**src/rtl/four_bit_rca_reg_if.sv**
```systemverilog
// four_bit_rca_reg_if: bit-level operand/result bundle for the 4-bit registered ripple-carry adder
// Signals: x0..x3, y0..y3 operands (bit 0 = LSB), Cin carry in,
//          s0..s3 sum (bit 0 = LSB), Cout carry out,
//          ovf signed overflow (only when RCA_OVERFLOW_EN is defined).
// master drives operands and reads results; slave is the adder side.
interface four_bit_rca_reg_if;
    logic x0, x1, x2, x3;
    logic y0, y1, y2, y3;
    logic Cin;
    logic s0, s1, s2, s3;
    logic Cout;
`ifdef RCA_OVERFLOW_EN
    logic ovf;
    modport master (output x0, x1, x2, x3, y0, y1, y2, y3, Cin, input s0, s1, s2, s3, Cout, ovf);
    modport slave (input x0, x1, x2, x3, y0, y1, y2, y3, Cin, output s0, s1, s2, s3, Cout, ovf);
`else
    modport master (output x0, x1, x2, x3, y0, y1, y2, y3, Cin, input s0, s1, s2, s3, Cout);
    modport slave (input x0, x1, x2, x3, y0, y1, y2, y3, Cin, output s0, s1, s2, s3, Cout);
`endif
endinterface

```
**src/rtl/four_bit_rca_reg.sv**
```systemverilog
// four_bit_rca_reg: 4-bit ripple-carry adder (four full-adder cells) with a registered result
// Ports: clk rising-edge clock; rst synchronous active-high reset;
//        bus (slave) carries x0..x3, y0..y3, Cin in and s0..s3, Cout out.
// Optional: RCA_OVERFLOW_EN adds a registered signed-overflow flag bus.ovf = c3 ^ c4.
module four_bit_rca_reg (
    input logic clk,
    input logic rst,
    four_bit_rca_reg_if.slave bus
);
    logic [3:0] a, b, s, q;
    logic [4:0] c;
    logic co_q;
    assign a = {bus.x3, bus.x2, bus.x1, bus.x0};
    assign b = {bus.y3, bus.y2, bus.y1, bus.y0};
    assign c[0] = bus.Cin;
    for (genvar i = 0; i < 4; i++) begin : g_fa
        assign s[i] = a[i] ^ b[i] ^ c[i];
        assign c[i+1] = (a[i] & b[i]) | (c[i] & (a[i] ^ b[i]));
    end
    always_ff @(posedge clk)
        if (rst) {co_q, q} <= '0;
        else {co_q, q} <= {c[4], s};
    assign {bus.Cout, bus.s3, bus.s2, bus.s1, bus.s0} = {co_q, q};
`ifdef RCA_OVERFLOW_EN
    logic ovf_q;
    // overflow when the carry into the sign bit differs from the carry out of it
    always_ff @(posedge clk)
        ovf_q <= rst ? 1'b0 : c[3] ^ c[4];
    assign bus.ovf = ovf_q;
`endif
endmodule

```
**src/flat_wrapper.sv**
```systemverilog
// flat-port wrapper written by rule: the top's interface ports become plain ports
module four_bit_rca_reg_flat 
  (clk, rst, bus_x0, bus_x1, bus_x2, bus_x3, bus_y0, bus_y1, bus_y2, bus_y3, bus_Cin, bus_s0, bus_s1, bus_s2, bus_s3, bus_Cout);
  four_bit_rca_reg_if bus_i ();
  input logic clk;
  input logic rst;
  input wire logic [$bits(bus_i.x0)-1:0] bus_x0;
  input wire logic [$bits(bus_i.x1)-1:0] bus_x1;
  input wire logic [$bits(bus_i.x2)-1:0] bus_x2;
  input wire logic [$bits(bus_i.x3)-1:0] bus_x3;
  input wire logic [$bits(bus_i.y0)-1:0] bus_y0;
  input wire logic [$bits(bus_i.y1)-1:0] bus_y1;
  input wire logic [$bits(bus_i.y2)-1:0] bus_y2;
  input wire logic [$bits(bus_i.y3)-1:0] bus_y3;
  input wire logic [$bits(bus_i.Cin)-1:0] bus_Cin;
  output wire logic [$bits(bus_i.s0)-1:0] bus_s0;
  output wire logic [$bits(bus_i.s1)-1:0] bus_s1;
  output wire logic [$bits(bus_i.s2)-1:0] bus_s2;
  output wire logic [$bits(bus_i.s3)-1:0] bus_s3;
  output wire logic [$bits(bus_i.Cout)-1:0] bus_Cout;
  assign bus_i.x0 = bus_x0;
  assign bus_i.x1 = bus_x1;
  assign bus_i.x2 = bus_x2;
  assign bus_i.x3 = bus_x3;
  assign bus_i.y0 = bus_y0;
  assign bus_i.y1 = bus_y1;
  assign bus_i.y2 = bus_y2;
  assign bus_i.y3 = bus_y3;
  assign bus_i.Cin = bus_Cin;
  assign bus_s0 = bus_i.s0;
  assign bus_s1 = bus_i.s1;
  assign bus_s2 = bus_i.s2;
  assign bus_s3 = bus_i.s3;
  assign bus_Cout = bus_i.Cout;
  four_bit_rca_reg u_core (.clk(clk), .rst(rst), .bus(bus_i));
endmodule
```
**config.mk**
```make
export PLATFORM = sky130hd
export DESIGN_NAME = four_bit_rca_reg_flat
export DESIGN_NICKNAME = d
export VERILOG_FILES = /design/src/rtl/four_bit_rca_reg_if.sv /design/src/rtl/four_bit_rca_reg.sv /design/src/flat_wrapper.sv
export SDC_FILE = /design/constraint.sdc
export NUM_CORES = 1
export LEC_CHECK = 0
export CAP_MARGIN = 40
export CORE_AREA = 2 2 39 41
export CTS_BUF_LIST = sky130_fd_sc_hd__clkbuf_8
export DETAILED_ROUTE_END_ITERATION = 8
export DIE_AREA = 0 0 41 43
export PLACE_DENSITY = 0.57
export SLEW_MARGIN = 20
export SYNTH_ARGS = -nofsm -noshare
export SYNTH_HDL_FRONTEND = slang
export SYNTH_SLANG_ARGS = --single-unit
export TNS_END_PERCENT = 20
```
**constraint.sdc**
```tcl
create_clock -name clk -period 2.4 [get_ports clk]
set_input_delay 0.48 -clock clk [delete_from_list [all_inputs] [get_ports clk]]
set_output_delay 0.48 -clock clk [all_outputs]
set_load 0.05 [all_outputs]
```
# ---- Word level (Yosys, flattened, before mapping)
# Cells that the tools add are included.
dict set report op_classes {
  reduce_logical 0
  n_bitwise 20
  add_sub_neg 0
  mul 0
  n_eq_ne 0
  order_cmp 0
  shifts 0
  div_mod_pow 0
  n_mux 0
}
# op count
set ops {}
lappend ops {{$and A1 B1 Y1} 8}
lappend ops {{$xor A1 B1 Y1} 8}
lappend ops {{$or A1 B1 Y1} 4}
dict set report word_totals {
  inputBits 11
  latchBits 0
  mem_bits_ro 0
  regBits 5
  word_cells 22
  output_inout_bits 5
  mem_bits_rw 0
  n_memories 0
}

# ---- Longest topological paths before layout
# Gate-level depths: netlist of the first run.
dict set report depth {
  ltp_word 9
  mapped_depth 8
  depth_no_buf 8
}

# ---- Least setup slack after synthesis of the first run
# Ideal clock, no wire load.
dict set report synth_timing {
  kind {input port to flip-flop}
  start {input port bus_Cin}
  end {register u_core.q[3]}
  path_slack_ps 311
  setup_ps 64
  cell_stages 8
  required_ps 2336
  t_arrival_ps 2025
  path_buffers 0
  cell_sequence {fa_1 -> inv_1 -> fa_1 -> inv_1 -> fa_1 -> inv_1 -> fa_1 -> nor2_1}
}
dict set report synth_between {
  elab_chain_len 7
}
# item line_no
set synth_rtl {}
lappend synth_rtl {{start, declared} flat_wrapper.sv:15} ;# input wire logic [$bits(bus_i.Cin)-1:0] bus_Cin;
lappend synth_rtl {{$and A1 B1 Y1} four_bit_rca_reg.sv:18} ;# assign c[i+1] = (a[i] & b[i]) | (c[i] & (a[i] ^ b[i]));
lappend synth_rtl {{$or A1 B1 Y1} four_bit_rca_reg.sv:18}
lappend synth_rtl {{$and A1 B1 Y1} four_bit_rca_reg.sv:18}
lappend synth_rtl {{$or A1 B1 Y1} four_bit_rca_reg.sv:18}
lappend synth_rtl {{$and A1 B1 Y1} four_bit_rca_reg.sv:18}
lappend synth_rtl {{$or A1 B1 Y1} four_bit_rca_reg.sv:18}
lappend synth_rtl {{$xor A1 B1 Y1} four_bit_rca_reg.sv:17} ;# assign s[i] = a[i] ^ b[i] ^ c[i];
lappend synth_rtl {{end signal, assigned} four_bit_rca_reg.sv:22} ;# else {co_q, q} <= {c[4], s};
lappend synth_rtl {{end, declared} four_bit_rca_reg.sv:10} ;# logic [3:0] a, b, s, q;
# Every way passes these cells.
# A chain may end at the register's enable or synchronous reset.

# ---- Worst setup path after layout of the first run
dict set report layout_timing {
  start {input port bus_y0}
  end {register u_core.q[3]}
}
dict set report layout_between {
  elab_chain_len 8
  elab_cells_between_ends 9
  cone_classes {bitwise (9)}
}
# item line_no
set layout_rtl {}
lappend layout_rtl {{start, declared} flat_wrapper.sv:11} ;# input wire logic [$bits(bus_i.y0)-1:0] bus_y0;
lappend layout_rtl {{$xor A1 B1 Y1} four_bit_rca_reg.sv:18}
lappend layout_rtl {{$and A1 B1 Y1} four_bit_rca_reg.sv:18}
lappend layout_rtl {{$or A1 B1 Y1 *} four_bit_rca_reg.sv:18}
lappend layout_rtl {{$and A1 B1 Y1 *} four_bit_rca_reg.sv:18}
lappend layout_rtl {{$or A1 B1 Y1 *} four_bit_rca_reg.sv:18}
lappend layout_rtl {{$and A1 B1 Y1 *} four_bit_rca_reg.sv:18}
lappend layout_rtl {{$or A1 B1 Y1 *} four_bit_rca_reg.sv:18}
lappend layout_rtl {{$xor A1 B1 Y1 *} four_bit_rca_reg.sv:17}
# Every way passes the cells marked *; elsewhere a longest branch is shown, timed or not.

==> results of run 1 <==
==> worst min-delay path by stage <==
stage,start,end,slack [ns],depth (start not counted)
3_3_place_gp,rst,u_core.q[1],1.11,2
2_1_floorplan,rst,u_core.bus.Cout,0.55,1
5_1_grt,bus_Cin,u_core.q[0],0.75,3
6_report,bus_Cin,u_core.q[0],0.74,3
3_5_place_dp,rst,u_core.bus.Cout,1.12,2
4_1_cts,rst,u_core.bus.Cout,0.91,2
==> sequential cells by signal, indices dropped and copies added (netlist names) <==
register / cells
u_core.bus.Cout: 1
u_core.q: 4
==> metal layers <==
layer	track usage, %	up-vias	routed length, µm
met1	6.21	80	129
met3	1.57	0	26
met2	5.94	9	213
met4	6.00	0	0
met5	0	-	0
li1	-	93	-
==> cells in the mapped netlist <==
cell type	count	share of area, %
sky130_fd_sc_hd__dfxtp_1	5	43
sky130_fd_sc_hd__nor2b_1	2	5.4
sky130_fd_sc_hd__fa_1	4	35
sky130_fd_sc_hd__inv_1	7	11
sky130_fd_sc_hd__nor2_1	3	4.9
==> stage by stage <==
step	hold slack (ns)	std cells	area, µm²	TNS (ns)
final	0.739	56	455	0
after global routing	0.749	56	455	0
after CTS	0.905	56	445	0
after detailed placement	1.12	52	400	-0.233
after global placement	1.11	52	400	-0.233
after floorplan	0.547	21	230	0
==> cells by family (layout without fill, tap and decap cells) <==
group,count (synthesis),in the layout
fa+ha+maj,4,4
buf+inv,7,26
flops,5,5
simple gates,5,5
==> cell type report <==
type                       instances  share of cell area [%]
inverter                           7                    5.77
timing repair buffer              15                    33.5
multi-input combinational          9                    24.5
sequential                         5                    22.0
clock buffer                       3                    9.07
clock inverter                     1                   0.824
tap                               16                    4.40
==> power groups by stage <==
stage                     clock network [mW]  registers (mW)  logic (mW)
after floorplan                            0           0.130      0.0165
after global placement                     0          0.0962      0.0904
after detailed placement                   0          0.0965      0.0905
after CTS                              0.149          0.0953      0.0909
after global routing                   0.156          0.0956      0.0989
final                                  0.147          0.0951      0.0906
==> timing repair <==
item | in CTS | in global routing
gates resized for setup | 0 | 5
pin swaps | 1 | 0
setup endpoints to repair | 1 | 1
==> out/qor.txt, run 1 <==
CTS
------------------------------------------------------------------------------
Number of hold buffers added after CTS                                       0
Post-CTS setup buffer count                                                  0
Maximum buffer depth of the clock tree                                       2
Clock tree from TritonCTS                                                  yes
TritonCTS Buffers                                                            3
Clk slew on worst S/H paths                                            0.03 ns
CTS root buffer                                                   sky130_fd_sc_hd__clkbuf_8
Level count of the clock H-tree                                              1
Num Clock Sinks                                                              5

FINISH
------------------------------------------------------------------------------
Number of inserted filler cells in the final layout                        154
Commonest non-fill, non-tap cell in the layout                    sky130_fd_sc_hd__clkdlybuf4s50_1
Final design utilization                                                 32.9%
Area used by sequential logic in the layout                            100 µm²
Fin nets                                                                    56
Commonest non-fill, non-tap cells in the layout                   sky130_fd_sc_hd__clkdlybuf4s50_1, sky130_fd_sc_hd__inv_1, sky130_fd_sc_hd__dfxtp_1
Ratio of cells with drive above 1 in the final layout                    17.5%
ANT cells                                                                    0
Area occupied by multi-input gates                                     111 µm²
Growth of design area from synthesis to finish                           97.8%

PLACE
------------------------------------------------------------------------------
Routability congestion estimate                                          0.587
Detailed-placement wirelength estimate                                  318 µm
DP Worst Slack                                                       -0.233 ns
Port Buffer Count                                                           15

TIMING
------------------------------------------------------------------------------
Final count of negative-setup-slack endpoints                                0
Final critical-path setup slack                                       0.116 ns
Unrepaired setup endpoints after global routing                          false
Pins over their slew limit                                                   0
Maximum clock rate                                                     438 MHz
Relative max-transition margin                                           67.4%
Final number of hold-violating endpoints                                     0
Final cycle utilization of the critical path                             95.2%
Worst Max-Slew Pin Slew                                               0.488 ns
Final period demand of the worst path                                  2.28 ns

POWER
------------------------------------------------------------------------------
Reported leakage power                                                0.208 nW
Sw power                                                             0.0902 mW
Power density normalized to cell area                               729 nW/µm²
Highest ir drop seen on vdd                                           0.159 mV
Clock network fraction of design power                                   44.1%
Combinational share of power                                             27.3%
Post-route total power                                                0.332 mW
Switching part of the total                                              27.1%
Sequential share of power                                                28.6%
Internal                                                              0.242 mW

GRT
------------------------------------------------------------------------------
Global route total overflow                                                  0
GRT Total Usage                                                          5.05%
Wire length of the first global-routing pass                            552 µm
Pin count of the biggest net entering global routing                         6
Initial antenna violation count                                              0
Number of global-route vias before repair                                  163

ROUTE
------------------------------------------------------------------------------
Average detailed-routed wire length per instance                       6.57 µm
Detailed Route WL                                                       368 µm
Drt initial violations                                                       0
Detail-routed via count per cell                                          3.25
Drt pass-1 iters                                                             1
Total vias in the final route                                              182
Post-detailed-route DRC marker count                                         0
Remaining antenna violation count                                            0

SYNTH
------------------------------------------------------------------------------
Fraction of the mapped netlist area in compound gates                       0%
Count of distinct cell types in the synthesized netlist                      5
Adder-Cell Fraction of Synth Area                                        34.8%
Synth Cell Area                                                        230 µm²
Synthesized area per cell                                             11.0 µm²
Synthesized netlist net count                                               36
Xor/xnor share of the synthesized area                                      0%
Portion of netlist area occupied by mux cells                               0%
Number of instances in the synthesized netlist                              21
Number of storage elements in the synthesis netlist                          5
Area share of and/or/nand/nor cells after synthesis                      10.3%
Sequential area share after synthesis                                    43.5%
Total of warnings raised by yosys                                            0
Largest family of logic cells by synthesized area                  adder cells

WORST SETUP PATH
------------------------------------------------------------------------------
Critical Path Stages                                                         9
Origin of the worst setup path                                          bus_y0
Worst path most repeated cell                                     sky130_fd_sc_hd__fa_2
Worst Path Max Fanout                                                        1
Critical-path cell list                                           clkdlybuf4s50_1, fa_2, inv_2, fa_2, inv_1, fa_2, inv_1, fa_1, nor2_1
Data arrival at the endpoint of the critical path                      2.44 ns
Class of the most critical setup path                                   in2reg
Slowest cell on the critical path                                 sky130_fd_sc_hd__clkdlybuf4s50_1
Worst Setup EP                                                     u_core.q[3]
Crit path largest cell delay                                           0.43 ns
Critical Path Source Type                                           input port
Buffering stage count on the worst path with inverters included              4
Crit-path leading delay family                                     adder cells
Element type at the critical path end                                flip-flop
Crit path required time                                                2.55 ns

FLOORPLAN
------------------------------------------------------------------------------
DIE HEIGHT                                                               43 µm
Standard cell core area                                               1380 µm²
Horizontal extent of the die                                             41 µm
Number of placement rows                                                    14
Initial Util                                                             16.6%
Io pins                                                                     16
Die area                                                              1760 µm²

JOB
------------------------------------------------------------------------------
Max cap viols                                                                0

MIN PATH
------------------------------------------------------------------------------
Type of the most critical hold path                                     in2reg

STATUS
------------------------------------------------------------------------------
Outcome                                                              completed

(Power assumes the default switching activity.)
==> run 2, diff against run 1 <==
==> constraint.sdc (replaced) <==
create_clock -name clk -period 2.85 [get_ports clk]
set_input_delay 0.855 -clock clk [delete_from_list [all_inputs] [get_ports clk]]
set_output_delay 0.855 -clock clk [all_outputs]
set_load 0.05 [all_outputs]
==> run 2 against run 1 <==
Clock-buffer cell count unchanged. Critical path depth unchanged. Design area decreased by 1.6%. First-iteration DRC count increased by 2. Routed wire length decreased by 3.0%. Sequential power decreased by 16%. Total power decreased by 16%. Global-route usage increased by 0.50 points.
==> out/qor.txt, run 2 (synthesis results as in run 1) <==
STATUS
-----------------------------------------------------------------------------------
Outcome                                                                   completed

CTS
-----------------------------------------------------------------------------------
CTS root buffer                                                        sky130_fd_sc_hd__clkbuf_8
TritonCTS Buffers                                                                 3   unchanged
Level count of the clock H-tree                                                   1   unchanged
Maximum buffer depth of the clock tree                                            2   unchanged
Post-CTS setup buffer count                                                       0   unchanged
Number of hold buffers added after CTS                                            0   unchanged
Clock tree from TritonCTS                                                       yes
Clk slew on worst S/H paths                                                 0.03 ns   about the same
Num Clock Sinks                                                                   5   unchanged

GRT
-----------------------------------------------------------------------------------
Wire length of the first global-routing pass                                 572 µm   +3.6%
Pin count of the biggest net entering global routing                              6   unchanged
Global route total overflow                                                       0   unchanged
Number of global-route vias before repair                                       176   +8.0%
GRT Total Usage                                                               5.55%   +0.50 points
Initial antenna violation count                                                   0   unchanged

WORST SETUP PATH
-----------------------------------------------------------------------------------
Crit path required time                                                     3.00 ns   +0.45 ns
Worst Setup EP                                                          u_core.q[3]
Data arrival at the endpoint of the critical path                           2.86 ns   +0.42 ns
Origin of the worst setup path                                               bus_y0
Critical Path Source Type                                                input port
Class of the most critical setup path                                        in2reg
Element type at the critical path end                                     flip-flop
Worst Path Max Fanout                                                             1   unchanged

TIMING
-----------------------------------------------------------------------------------
Final cycle utilization of the critical path                                  95.0%
Relative max-transition margin                                                67.4%   unchanged
Maximum clock rate                                                          369 MHz
Final count of negative-setup-slack endpoints                                     0   unchanged
Pins over their slew limit                                                        0   unchanged
Min Hold Slack                                                              1.05 ns   +0.312 ns
Final period demand of the worst path                                       2.71 ns
Final critical-path setup slack                                            0.142 ns   +0.0259 ns
Unrepaired setup endpoints after global routing                               false
Final number of hold-violating endpoints                                          0   unchanged
Worst Max-Slew Pin Slew                                                    0.488 ns   +0.000000834 ns

POWER
-----------------------------------------------------------------------------------
Post-route total power                                                     0.279 mW   -16%
Sequential share of power                                                     28.7%   about the same
Power density normalized to cell area                                    623 nW/µm²   -15%
Sw power                                                                  0.0761 mW   -16%
Highest ir drop seen on vdd                                                0.130 mV   -19%
Reported leakage power                                                     0.212 nW   +1.7%
Clock network fraction of design power                                        44.7%   +0.6 points
Switching part of the total                                                   27.3%   +0.11 points
Combinational share of power                                                  26.6%   -0.7 points
Internal                                                                   0.203 mW   -16%

FLOORPLAN
-----------------------------------------------------------------------------------
Io pins                                                                          16   unchanged
Number of placement rows                                                         14   unchanged
Die area                                                                   1760 µm²   unchanged
Initial Util                                                                  16.6%   unchanged
Standard cell core area                                                    1380 µm²   unchanged
DIE HEIGHT                                                                    43 µm   unchanged
Horizontal extent of the die                                                  41 µm   unchanged

FINISH
-----------------------------------------------------------------------------------
Commonest non-fill, non-tap cells in the layout                        sky130_fd_sc_hd__clkdlybuf4s50_1, sky130_fd_sc_hd__inv_1, sky130_fd_sc_hd__dfxtp_1
Cell area after layout                                                      448 µm²   -1.6%
Number of inserted filler cells in the final layout                             158   +2.6%
Area used by sequential logic in the layout                                 100 µm²   unchanged
Growth of design area from synthesis to finish                                94.6%
ANT cells                                                                         0   unchanged
Number of flip-flops in the largest register                                      4   unchanged
Area occupied by multi-input gates                                          104 µm²   -6.7%
Ratio of cells with drive above 1 in the final layout                         7.50%   -10 points
Count of placed standard cells in the final layout, fillers left out             56   unchanged
Fin nets                                                                         56   unchanged
Commonest non-fill, non-tap cell in the layout                         sky130_fd_sc_hd__clkdlybuf4s50_1

ROUTE
-----------------------------------------------------------------------------------
Average detailed-routed wire length per instance                            6.38 µm   -3.0%
Post-detailed-route DRC marker count                                              0   unchanged
Detail-routed via count per cell                                               3.25   unchanged
Total vias in the final route                                                   182   unchanged
Detailed Route WL                                                            357 µm   -3.0%
Drt pass-1 iters                                                                  4   +3
Remaining antenna violation count                                                 0   unchanged
Drt initial violations                                                            2   +2

PLACE
-----------------------------------------------------------------------------------
Cell Area, Placed                                                           400 µm²   unchanged
Number of cells after detailed placement                                         52   unchanged
Routability congestion estimate                                               0.611   +4.2%
Port Buffer Count                                                                15   unchanged
DP Worst Slack                                                            -0.130 ns   +0.103 ns

MIN PATH
-----------------------------------------------------------------------------------
Type of the most critical hold path                                          in2reg

JOB
-----------------------------------------------------------------------------------
Max cap viols                                                                     0   unchanged

-- run 2: layout make-up --
class	instances	area share (%)
multi-input combinational	9	23.2
sequential	5	22.3
clock buffer	3	9.22
tap	16	4.47
timing repair buffer	15	34.1
clock inverter	1	0.838
inverter	7	5.87
-- run 2: layer usage --
metal  GRT usage [%]  wire length, µm  vias to the layer above
met4            10.0               15                        0
met3            2.09               34                        2
met1            4.90              116                       76
li1                -                -                       93
met5               0                0                        -
met2            6.56              190                       11
-- run 2: power groups by stage --
stage	clock, mW	combinational [mW]	sequential, mW
floorplan	0	0.0139	0.110
global route	0.134	0.0812	0.0806
CTS	0.129	0.0758	0.0802
detailed placement	0	0.0758	0.0813
global placement	0	0.0751	0.0810
finish	0.125	0.0743	0.0801
-- run 2: critical path, cell delays in order --
cell                              delay, ns
sky130_fd_sc_hd__clkdlybuf4s50_1       0.43
sky130_fd_sc_hd__fa_1                  0.38
sky130_fd_sc_hd__inv_1                 0.07
sky130_fd_sc_hd__fa_1                  0.16
sky130_fd_sc_hd__inv_1                 0.05
sky130_fd_sc_hd__fa_1                  0.36
sky130_fd_sc_hd__inv_1                 0.07
sky130_fd_sc_hd__fa_1                  0.40
sky130_fd_sc_hd__nor2_1                0.09
-- run 2: repair_timing --
item                       CTS  global route
hold endpoints to repair     0             0
resized for setup            0             1
setup endpoints to repair    0             1
-- run 2: stage by stage --
step                util (%)  setup TNS, ns
floorplan                  -              0
global placement        28.9         -0.128
detailed placement      28.9         -0.130
CTS                     32.2              0
global route            32.4              0
finish                  32.4              0
-- run 2: worst min-delay path by stage --
stage                       start         endpoint  depth (start not counted)
after floorplan               rst  u_core.bus.Cout                          1
after global placement        rst      u_core.q[1]                          2
after detailed placement      rst  u_core.bus.Cout                          2
after CTS                     rst  u_core.bus.Cout                          2
after global routing      bus_Cin      u_core.q[0]                          3
final                     bus_Cin      u_core.q[0]                          3
